==> src/rtl/divider_seq.sv <==
// Sequential radix-2 restoring divider: unsigned WIDTH_A / WIDTH_B,
// one quotient bit per cycle, results held in output registers.
module divider_seq #(
  parameter int WIDTH_A = 17,
  parameter int WIDTH_B = 9
) (
  input  logic               clk,
  input  logic               rst,
  input  logic               en,
  input  logic [WIDTH_A-1:0] a,
  input  logic [WIDTH_B-1:0] b,
  output logic [WIDTH_A-1:0] quot_out,
  output logic [WIDTH_B-1:0] rem_out,
  output logic               busy,
  output logic               done,
  output logic               div_zero
);

  localparam int CW = $clog2(WIDTH_A + 1);

  typedef enum logic [1:0] {
    IDLE = 2'd0,
    RUN  = 2'd1,
    FIN  = 2'd2
  } state_e;

  state_e             state_q, state_d;
  logic [WIDTH_A-1:0] dvd_q, dvd_d;
  logic [WIDTH_B-1:0] dvs_q, dvs_d;
  logic [WIDTH_B:0]   prem_q, prem_d;
  logic [CW-1:0]      cnt_q, cnt_d;
  logic [WIDTH_A-1:0] quot_q, quot_d;
  logic [WIDTH_B-1:0] rem_q, rem_d;
  logic               dz_q, dz_d;

  logic [WIDTH_B:0]   shifted;
  logic [WIDTH_B:0]   diff;
  logic [WIDTH_B:0]   step_rem;
  logic [WIDTH_A-1:0] step_dvd;
  logic               qbit;

  // Dividend bits shift out of the top of dvd_q while quotient
  // bits shift in at the bottom; after WIDTH_A steps it is the quotient.
  always_comb begin
    shifted  = (prem_q << 1)
             | (WIDTH_B+1)'(dvd_q[WIDTH_A-1]);
    qbit     = (shifted >= {1'b0, dvs_q});
    diff     = shifted - {1'b0, dvs_q};
    step_rem = qbit ? diff : shifted;
    step_dvd = (dvd_q << 1) | WIDTH_A'(qbit);
  end

  always_ff @(posedge clk) begin
    if (rst) begin
      state_q <= IDLE;
      dvd_q   <= '0;
      dvs_q   <= '0;
      prem_q  <= '0;
      cnt_q   <= '0;
      quot_q  <= '0;
      rem_q   <= '0;
      dz_q    <= 1'b0;
    end else begin
      state_q <= state_d;
      dvd_q   <= dvd_d;
      dvs_q   <= dvs_d;
      prem_q  <= prem_d;
      cnt_q   <= cnt_d;
      quot_q  <= quot_d;
      rem_q   <= rem_d;
      dz_q    <= dz_d;
    end
  end

  always_comb begin
    state_d = state_q;
    dvd_d   = dvd_q;
    dvs_d   = dvs_q;
    prem_d  = prem_q;
    cnt_d   = cnt_q;
    quot_d  = quot_q;
    rem_d   = rem_q;
    dz_d    = dz_q;
    unique case (state_q)
      IDLE, FIN: begin
        if (en) begin
          dvd_d  = a;
          dvs_d  = b;
          prem_d = '0;
          cnt_d  = CW'(WIDTH_A - 1);
          dz_d   = (b == '0);
          if (b == '0) begin
            quot_d  = '1;
            rem_d   = WIDTH_B'(a);
            state_d = FIN;
          end else begin
            state_d = RUN;
          end
        end else begin
          state_d = IDLE;
        end
      end
      RUN: begin
        prem_d = step_rem;
        dvd_d  = step_dvd;
        if (cnt_q == '0) begin
          quot_d  = step_dvd;
          rem_d   = step_rem[WIDTH_B-1:0];
          state_d = FIN;
        end else begin
          cnt_d = cnt_q - CW'(1);
        end
      end
      default: state_d = IDLE;
    endcase
  end

  assign quot_out = quot_q;
  assign rem_out  = rem_q;
  assign div_zero = dz_q;
  assign busy     = (state_q == RUN);
  assign done     = (state_q == FIN);

endmodule

==> config.mk <==
export PLATFORM = sky130hd
export DESIGN_NAME = divider_seq
export DESIGN_NICKNAME = d
export VERILOG_FILES = /design/src/rtl/divider_seq.sv
export SDC_FILE = /design/constraint.sdc
export NUM_CORES = 1
export LEC_CHECK = 0
export ABC_AREA = 1
export CORE_MARGIN = 8
export CORE_UTILIZATION = 40
export CTS_CLUSTER_SIZE = 8
export DETAILED_ROUTE_END_ITERATION = 8
export GPL_TIMING_DRIVEN = 0
export HOLD_SLACK_MARGIN = 0.03
export PLACE_DENSITY = 0.74
export SLEW_MARGIN = 20
export SYNTH_ARGS = -nofsm -noshare
export SYNTH_HDL_FRONTEND = slang
export SYNTH_SLANG_ARGS = --single-unit
==> constraint.sdc <==
create_clock -name clk -period 4.4 [get_ports clk]
set_input_delay 0.66 -clock clk [delete_from_list [all_inputs] [get_ports clk]]
set_output_delay 0.66 -clock clk [all_outputs]
set_load 0.05 [all_outputs]
* Word-level counts from Yosys, hierarchy flattened
Cells that the tools add are included.
** Storage, ports and cells
- Latch bits :: 0
- Output and inout port bits :: 29
- Bits in writable memories :: 0
- Register bits after elaboration :: 69
- Bits in read-only memories :: 0
- Memories :: 0
- Input bits :: 29
- Logic and storage cells :: 48
** Operators by class
- Equal/unequal tests :: 6
- Multiply operators :: 0
- $lt $le $gt $ge :: 1
- Shift-type cells :: 0
- $add $sub $neg :: 2
- Mux-type cells :: 20
- Bitwise logic cells :: 2
- Divide/modulo/power cells :: 0
- Reductions and logical operators :: 9
** Operators by type and width (number)
- $mux W17 :: 4
- $pmux W17 S2 :: 2
- $mux W9 :: 5
- $pmux W9 S2 :: 2
- $or A17 B1 Y17 :: 1
- $ge A10 B9 Y1 :: 1
- $mux W5 :: 2
- $or A10 B1 Y10 :: 1
- $pmux W5 S2 :: 1
- $logic_not A9 Y1 :: 1
- $sub A9 B9 Y9 :: 1
- $mux W2 :: 3
- $ne A2 B2 Y1 const B :: 3
- $logic_not A5 Y1 :: 1
- $sub A5 B1 Y5 const B :: 1
- $pmux W2 S2 :: 1
- $reduce_and A2 Y1 :: 2
- $reduce_and A4 Y1 :: 1
- $reduce_and A3 Y1 :: 1
- $eq A2 B1 Y1 const B :: 1
- $eq A2 B2 Y1 const B :: 1
- $logic_not A2 Y1 :: 1
- $ne A2 B1 Y1 const B :: 1
- $reduce_bool A2 Y1 :: 1
- $reduce_or A2 Y1 :: 1

* Logic depth before layout (Yosys ltp)
Gate-level depths: netlist of the first run.
- Depth in word-level cells :: 5
- Depth in mapped cells :: 14
- Depth with buffers taken out :: 14

* Worst setup path after synthesis of the first run
OpenSTA, ideal clock, no wires.
- Kind :: register to output
- Start :: register state_q[0]
- End :: output port busy
- Path buffers :: 1
- Data required time :: 3.740 ns
- Arrival :: 1.147 ns
- Path slack :: 2.593 ns
- Stages on the path, launching flop included :: 4
- Cell sequence :: dfxtp_1 > inv_2 > nor2_8 > clkbuf_1
** Between the ends
- Longest elaborated chain between the ends :: 1
** Ends and longest elaborated chain
- start: declaration :: line 27 : state_e state_q, state_d;
- start signal: assignment :: line 64 : state_q <= state_d;
- $eq A2 B1 Y1 :: line 121 : assign busy = (state_q == RUN);
- end: declaration :: line 14 : output logic busy,
Every way passes these cells.

* Final worst setup path of the first run
Same ends and word-level chain as after synthesis.

==> results of run 1 <==
[per-stage QoR]
| step | power, mW | cell area, sq um | cells | worst slack, ns |
|---|---|---|---|---|
| floorplan | 1.16 | 3530 | 520 | 2.59 |
| global placement | 1.33 | 4230 | 685 | 1.87 |
| detailed placement | 1.34 | 4230 | 685 | 1.86 |
| CTS | 1.94 | 4460 | 701 | 1.44 |
| global route | 2.05 | 4460 | 701 | 1.37 |
| finish | 1.93 | 4460 | 701 | 1.44 |
[sequential cells by signal, indices dropped and copies added, names as in the netlist]
register	flops
state_q	2
dvs_q	9
div_zero	1
rem_out	9
prem_q	9
dvd_q	17
quot_out	17
cnt_q	5
[final timing paths]
path / start / end / slack [ns] / cells past startpoint
setup / recovery: state_q[0]$_SDFFE_PP0N_ / busy / 1.44 / 4
hold / removal: quot_out[9]$_SDFFE_PP0P_ / quot_out[9]$_SDFFE_PP0P_ / 0.44 / 2
setup reg to reg: dvd_q[16]$_SDFFE_PP0P_ / rem_out[7]$_SDFFE_PP0P_ / 2.22 / 10
hold reg to reg: quot_out[9]$_SDFFE_PP0P_ / quot_out[9]$_SDFFE_PP0P_ / 0.44 / 2
[logic make-up after synthesis]
group           Yosys count
buf+inv                 117
xor+xnor                  3
compound gates          111
flops                    69
fa+ha+maj                12
simple gates            208
[power by group through the flow]
stage / Clock, mW / Combinational (mW) / Sequential (mW)
final: 0.603 / 0.600 / 0.725
after global routing: 0.642 / 0.670 / 0.733
after CTS: 0.613 / 0.601 / 0.726
after detailed placement: 0 / 0.598 / 0.739
after global placement: 0 / 0.592 / 0.738
after floorplan: 0 / 0.343 / 0.812
[per-layer routing]
metal | wire length (microns) | global-route usage, %
met5 | 0 | 0
met3 | 644 | 4.75
met4 | 145 | 5.21
met2 | 4500 | 27.4
met1 | 4300 | 19.5
[layout make-up]
class                      count  share of cell area [%]
timing repair buffer          57                    12.8
clock inverter                 6                    2.10
inverter                      96                    8.07
tap                          108                    3.03
multi-input combinational    334                    37.8
clock buffer                  10                    3.08
sequential                    69                    31.0
buffer                        21                    2.21
[synth_stat cells, types with 2 or more instances]
master	instances
inv_2	3
or2_2	12
nand2_1	94
nor2_1	35
a21oi_1	54
o21ai_0	49
a31oi_1	6
nand3_1	42
ha_1	11
nor3_1	4
buf_2	4
nor2_2	2
inv_1	92
buf_6	2
nand4_1	14
clkbuf_1	14
xor2_1	3
dfxtp_1	69
and3_1	2
[worst reg2reg max path, delay by kind of cell (launching register included)]
family,cells,cell delay [ns]
adder cells (fa/ha/maj),2,0.59
flip-flops,1,0.35
AND/OR/NAND/NOR,5,0.97
buffers and inverters,3,0.18
==> flow_metrics.py, run 1 <==
metrics = {
    "timing": {
        "rsz0062_at_grt": "false",
        "setup_viol": 0,
        "hold_violations": 0,
        "fin_setup_tns_ns": 0,
        "period_share_pct": 67.3,
        "fin_skew_ns": 0.0105,
        "finalMaxSlewViolations": 0,
        "max_freq_mhz": 338,
        "min_period_ns": 2.96,
        "hold_ws_ns": 0.444,
        "slew_headroom_pct": 64.4,
        "tightest_slew_ns": 0.534,
    },
    "floorplan": {
        "pin_count": 58,
        "core_sq_um": 8640,
        "dieArea_sq_um": 12100,
        "die_h_microns": 110,
        "die_w_microns": 110,
        "start_util_pct": 40.8,
        "num_rows": 34,
    },
    "detailed_routing": {
        "drc_errors": 0,
        "drtAntennaViolNets": 0,
        "avgViaCountPerCell": 5.01,
        "drt_first_iter_violations": 180,
        "wirelength_mm": 9.60,
        "first_pass_iters": 6,
        "num_vias": 3509,
        "routedWlPerCell_microns": 13.7,
    },
    "flow_run": {
        "maxCapViolations": 0,
    },
    "hold_path": {
        "hold_path.class": "flop to flop",
    },
    "logic_synthesis": {
        "synth_fa_ha_area_share_pct": 4.47,
        "synth_top_family_by_area": "simple AND/OR/NAND/NOR gates",
        "synth_cell_type_count": 27,
        "netlist_instances": 520,
        "synthesis.area_sq_um": 3530,
        "syn-num-nets": 561,
        "async_flop_share_pct": 0,
        "synth_seq_cells": 69,
        "synth_edf_count": 0,
        "synth_top_area_share_pct": 39.2,
        "syn_avg_cell_area_sq_um": 6.78,
        "synth_top_area_cell": "dfxtp_1",
        "synthFlopType": "dfxtp_1",
        "yosys.area_share.simple_pct": 26.5,
        "synthXorXnorAreaFrac_pct": 0.745,
        "synth-compound-area-share_pct": 16.1,
        "yosysWarnings": 0,
        "synthMuxAreaShare_pct": 0,
        "synthTopCellsByArea": "dfxtp_1 39%, nand2_1 10%, inv_1 9.8%, a21oi_1 7.7%, o21ai_0 7.0%",
        "yosysSeqAreaShare_pct": 39.2,
    },
    "cells_and_area": {
        "fin_util_pct": 51.7,
        "seqCellArea_sq_um": 1380,
        "layout_commonest_cell": "nand2_1",
        "final_cell_mix": "94 x nand2_1, 92 x inv_1, 69 x dfxtp_1",
        "fin_nets": 629,
        "antenna_cells": 0,
        "drive_gt1_share_pct": 7.08,
        "multi_input_area_sq_um": 1690,
        "fillers": 875,
        "area_growth_pct": 26.6,
    },
    "setup_path": {
        "slowest_stage": "clkdlybuf4s50_1",
        "critPathKind": "flop to output port",
        "critical-path-max-stage-delay_ns": 0.91,
        "cp_max_fo": 10,
        "setup.worst_path.start_class": "flop",
        "crit_family": "buffers and inverters",
        "required_ns": 3.74,
        "cp_cell_sequence": "inv_2 -> nor2_8 -> clkbuf_1 -> clkdlybuf4s50_1",
        "crit_arrival_ns": 2.30,
        "cp_num_buf_inv": 3,
        "worstSetupEndpointType": "output port",
    },
    "cts": {
        "cts.sinks": 69,
        "htreeDepth": 3,
        "ctsResizeCount": 0,
        "clock_path_buffers": 2,
        "path_clk_slew_ns": 0.08,
        "cts_tree": "yes",
        "postCtsSetupBuffers": 0,
        "cts_hold_buf": 0,
        "cts_made_buffers": 9,
        "root_buffer": "clkbuf_8",
        "insertion_delay_ns": 0.36,
    },
    "run_status": {
        "status": "finished clean",
    },
    "global_routing": {
        "antenna_found_initial": 0,
        "grt_start_max_net_pins": 14,
        "grt-ovfl-total": 0,
        "grt_pass1_vias": 3228,
        "track_usage_pct": 16.3,
        "grt_pass1_wl_mm": 15.3,
    },
    "placed_design": {
        "place_congestion": 0.885,
        "io_buffer_count": 57,
        "dp_hpwl_mm": 7.37,
    },
    "pwr": {
        "share_comb_of_total_power_pct": 31.1,
        "p_switching_mw": 0.694,
        "pwr-share-seq_pct": 37.6,
        "p_per_area_nw_per_um2": 432,
        "p_sw_share_pct": 36.0,
        "vdd_drop_max_uv": 223,
        "leakage_nw": 2.03,
        "power.clock.fraction_pct": 31.3,
        "p_int_mw": 1.23,
    },
}
No activity file was read; power rests on OpenSTA's default activity.
==> inputs of run 2 (changes only) <==
==> constraint.sdc (replaced) <==
create_clock -name clk -period 2.95 [get_ports clk]
set_input_delay 0.4425 -clock clk [delete_from_list [all_inputs] [get_ports clk]]
set_output_delay 0.4425 -clock clk [all_outputs]
set_load 0.05 [all_outputs]
==> results of run 2 <==
Same layout as run 1 (identical final DEF). Status: finished clean.
Main changes from that run: setup slack after placement 1.86 ns -> 0.623 ns; setup slack after layout 1.44 ns -> 0.205 ns; register-to-register setup slack 2.22 ns -> 0.77 ns; total power 1.93 mW -> 2.88 mW; worst IR drop on VDD 223 uV -> 333 uV
==> inputs of run 3 (changes only) <==
--- a/config.mk
+++ b/config.mk
@@ -13,6 +13,7 @@
 export GPL_TIMING_DRIVEN = 0
 export HOLD_SLACK_MARGIN = 0.03
 export PLACE_DENSITY = 0.74
+export SETUP_SLACK_MARGIN = 0.2
 export SLEW_MARGIN = 20
 export SYNTH_ARGS = -nofsm -noshare
 export SYNTH_HDL_FRONTEND = slang
==> run 3 against run 2 <==
Die area stayed put; utilization hardly changed; combinational power hardly changed; routed wire length hardly changed; total power hardly changed; clock-buffer cell count stayed put.
==> flow_metrics.py, run 3 (synthesized netlist as in run 1, its figures left out) <==
metrics = {
    "timing": {
        "fin_setup_tns_ns": 0,
        "hold_violations": 0,
        "finalMaxSlewViolations": 0,
        "period_share_pct": 79.0,
        "fin_skew_ns": 0.0105,
        "rsz0062_at_grt": "false",
        "slew_headroom_pct": 64.2,
        "tightest_slew_ns": 0.537,
        "min_period_ns": 2.33,
        "max_freq_mhz": 429,
        "setup_viol": 0,
    },
    "detailed_routing": {
        "avgViaCountPerCell": 5.01,
        "num_vias": 3513,
        "routedWlPerCell_microns": 13.7,
        "first_pass_iters": 6,
        "drc_errors": 0,
        "drt_first_iter_violations": 180,
        "wirelength_mm": 9.60,
        "drtAntennaViolNets": 0,
    },
    "setup_path": {
        "cp_max_fo": 10,
        "critical-path-max-stage-delay_ns": 0.50,
        "cp_num_buf_inv": 3,
        "cp_cell_sequence": "inv_2 -> nor2_8 -> clkbuf_1 -> dlymetal6s2s_1",
        "reg2reg_depth": 10,
        "setup.worst_path.start_class": "flop",
        "slowest_stage": "dlymetal6s2s_1",
        "crit_arrival_ns": 1.89,
        "r2r_end": "rem_out[7]$_SDFFE_PP0P_",
        "regToRegStartpoint": "dvd_q[16]$_SDFFE_PP0P_",
        "ff2ff_setup_slack_ns": 0.77,
        "worstSetupEndpointType": "output port",
        "critPathKind": "flop to output port",
        "crit_family": "buffers and inverters",
        "required_ns": 2.51,
    },
    "cts": {
        "cts_made_buffers": 9,
        "clock_path_buffers": 2,
        "htreeDepth": 3,
        "insertion_delay_ns": 0.36,
        "cts_tree": "yes",
        "postCtsSetupBuffers": 0,
        "cts.sinks": 69,
        "root_buffer": "clkbuf_8",
        "path_clk_slew_ns": 0.08,
    },
    "global_routing": {
        "grt_pass1_wl_mm": 15.3,
        "track_usage_pct": 16.3,
        "grt-ovfl-total": 0,
        "grt_start_max_net_pins": 14,
        "antenna_found_initial": 0,
        "grt_pass1_vias": 3228,
    },
    "hold_path": {
        "hold_path.startpoint": "quot_out[9]$_SDFFE_PP0P_",
        "hold_path.class": "flop to flop",
        "hold_depth": 2,
        "whs_endpoint": "quot_out[9]$_SDFFE_PP0P_",
    },
    "placed_design": {
        "io_buffer_count": 57,
        "dp_hpwl_mm": 7.37,
        "place_congestion": 0.885,
    },
    "run_status": {
        "status": "finished clean",
    },
    "cells_and_area": {
        "fillers": 874,
        "layout_commonest_cell": "nand2_1",
        "final_cell_mix": "94 x nand2_1, 92 x inv_1, 69 x dfxtp_1",
        "area_growth_pct": 26.7,
        "drive_gt1_share_pct": 7.08,
        "fin_nets": 629,
        "antenna_cells": 0,
    },
    "floorplan": {
        "die_w_microns": 110,
        "die_h_microns": 110,
        "dieArea_sq_um": 12100,
        "start_util_pct": 40.8,
        "num_rows": 34,
        "core_sq_um": 8640,
        "pin_count": 58,
    },
    "pwr": {
        "leakage_nw": 2.05,
        "p_total_mw": 2.88,
        "vdd_drop_max_uv": 333,
        "p_per_area_nw_per_um2": 644,
    },
    "flow_run": {
        "maxCapViolations": 0,
    },
}
## run 3: repair_timing
action,CTS,global route
setup endpoints to repair,0,1
hold buffers,0,0
gates resized for setup,0,1
## run 3: metrics by stage
stage	util, %	worst slack, ns	std cells	instance area, sq um	hold WS [ns]
6_report	51.7	0.619	701	4470	0.444
5_1_grt	51.7	0.530	701	4470	0.468
4_1_cts	51.7	0.212	701	4460	0.448
3_5_place_dp	49.0	0.623	685	4230	0.435
3_3_place_gp	49.0	0.634	685	4230	0.434
2_1_floorplan	-	1.19	520	3530	0.435
## run 3: layout make-up
| class | count | area [sq um] | share of cell area (%) |
|---|---|---|---|
| Inverter | 96 | 360 | 8.07 |
| Clock inverter | 6 | 93.8 | 2.10 |
| Clock buffer | 10 | 138 | 3.08 |
| Multi-Input combinational cell | 334 | 1690 | 37.7 |
| Timing Repair Buffer | 57 | 573 | 12.8 |
| Buffer | 21 | 98.8 | 2.21 |
| Sequential cell | 69 | 1380 | 30.9 |
| Tap cell | 108 | 135 | 3.03 |
## run 3: power breakdown
group / leakage [nW] / internal, mW / total [mW] / switching (mW)
clock: 0.113 / 0.506 / 0.899 / 0.393
combinational: 1.37 / 0.306 / 0.894 / 0.588
sequential: 0.567 / 1.03 / 1.08 / 0.0545
## run 3: worst max-delay path by stage
stage                            startpoint                      to  cells past startpoint
floorplan            dvd_q[16]$_SDFFE_PP0P_  prem_q[7]$_SDFFE_PP0P_                     10
global placement    state_q[0]$_SDFFE_PP0N_                    busy                      4
detailed placement  state_q[0]$_SDFFE_PP0N_                    busy                      4
CTS                 state_q[0]$_SDFFE_PP0N_                    busy                      4
global route         dvd_q[16]$_SDFFE_PP0P_  prem_q[8]$_SDFFE_PP0P_                     10
finish              state_q[0]$_SDFFE_PP0N_                    busy                      4
## run 3: tightest hold or removal path: stages, from the launching register on
cell and delay, ns:
dfxtp_1 0.32, inv_1 0.04, a21oi_1 0.04
## run 3: metal layers
| layer | wire length (microns) | vias up | GRT usage [%] | part of all wire, % |
|---|---|---|---|---|
| met5 | 0 | - | 0 | 0 |
| met4 | 145 | 0 | 5.21 | 1.5 |
| met3 | 648 | 13 | 4.75 | 6.8 |
| met2 | 4510 | 103 | 27.4 | 47 |
| met1 | 4300 | 1592 | 19.5 | 45 |
| li1 | - | 1805 | - | - |
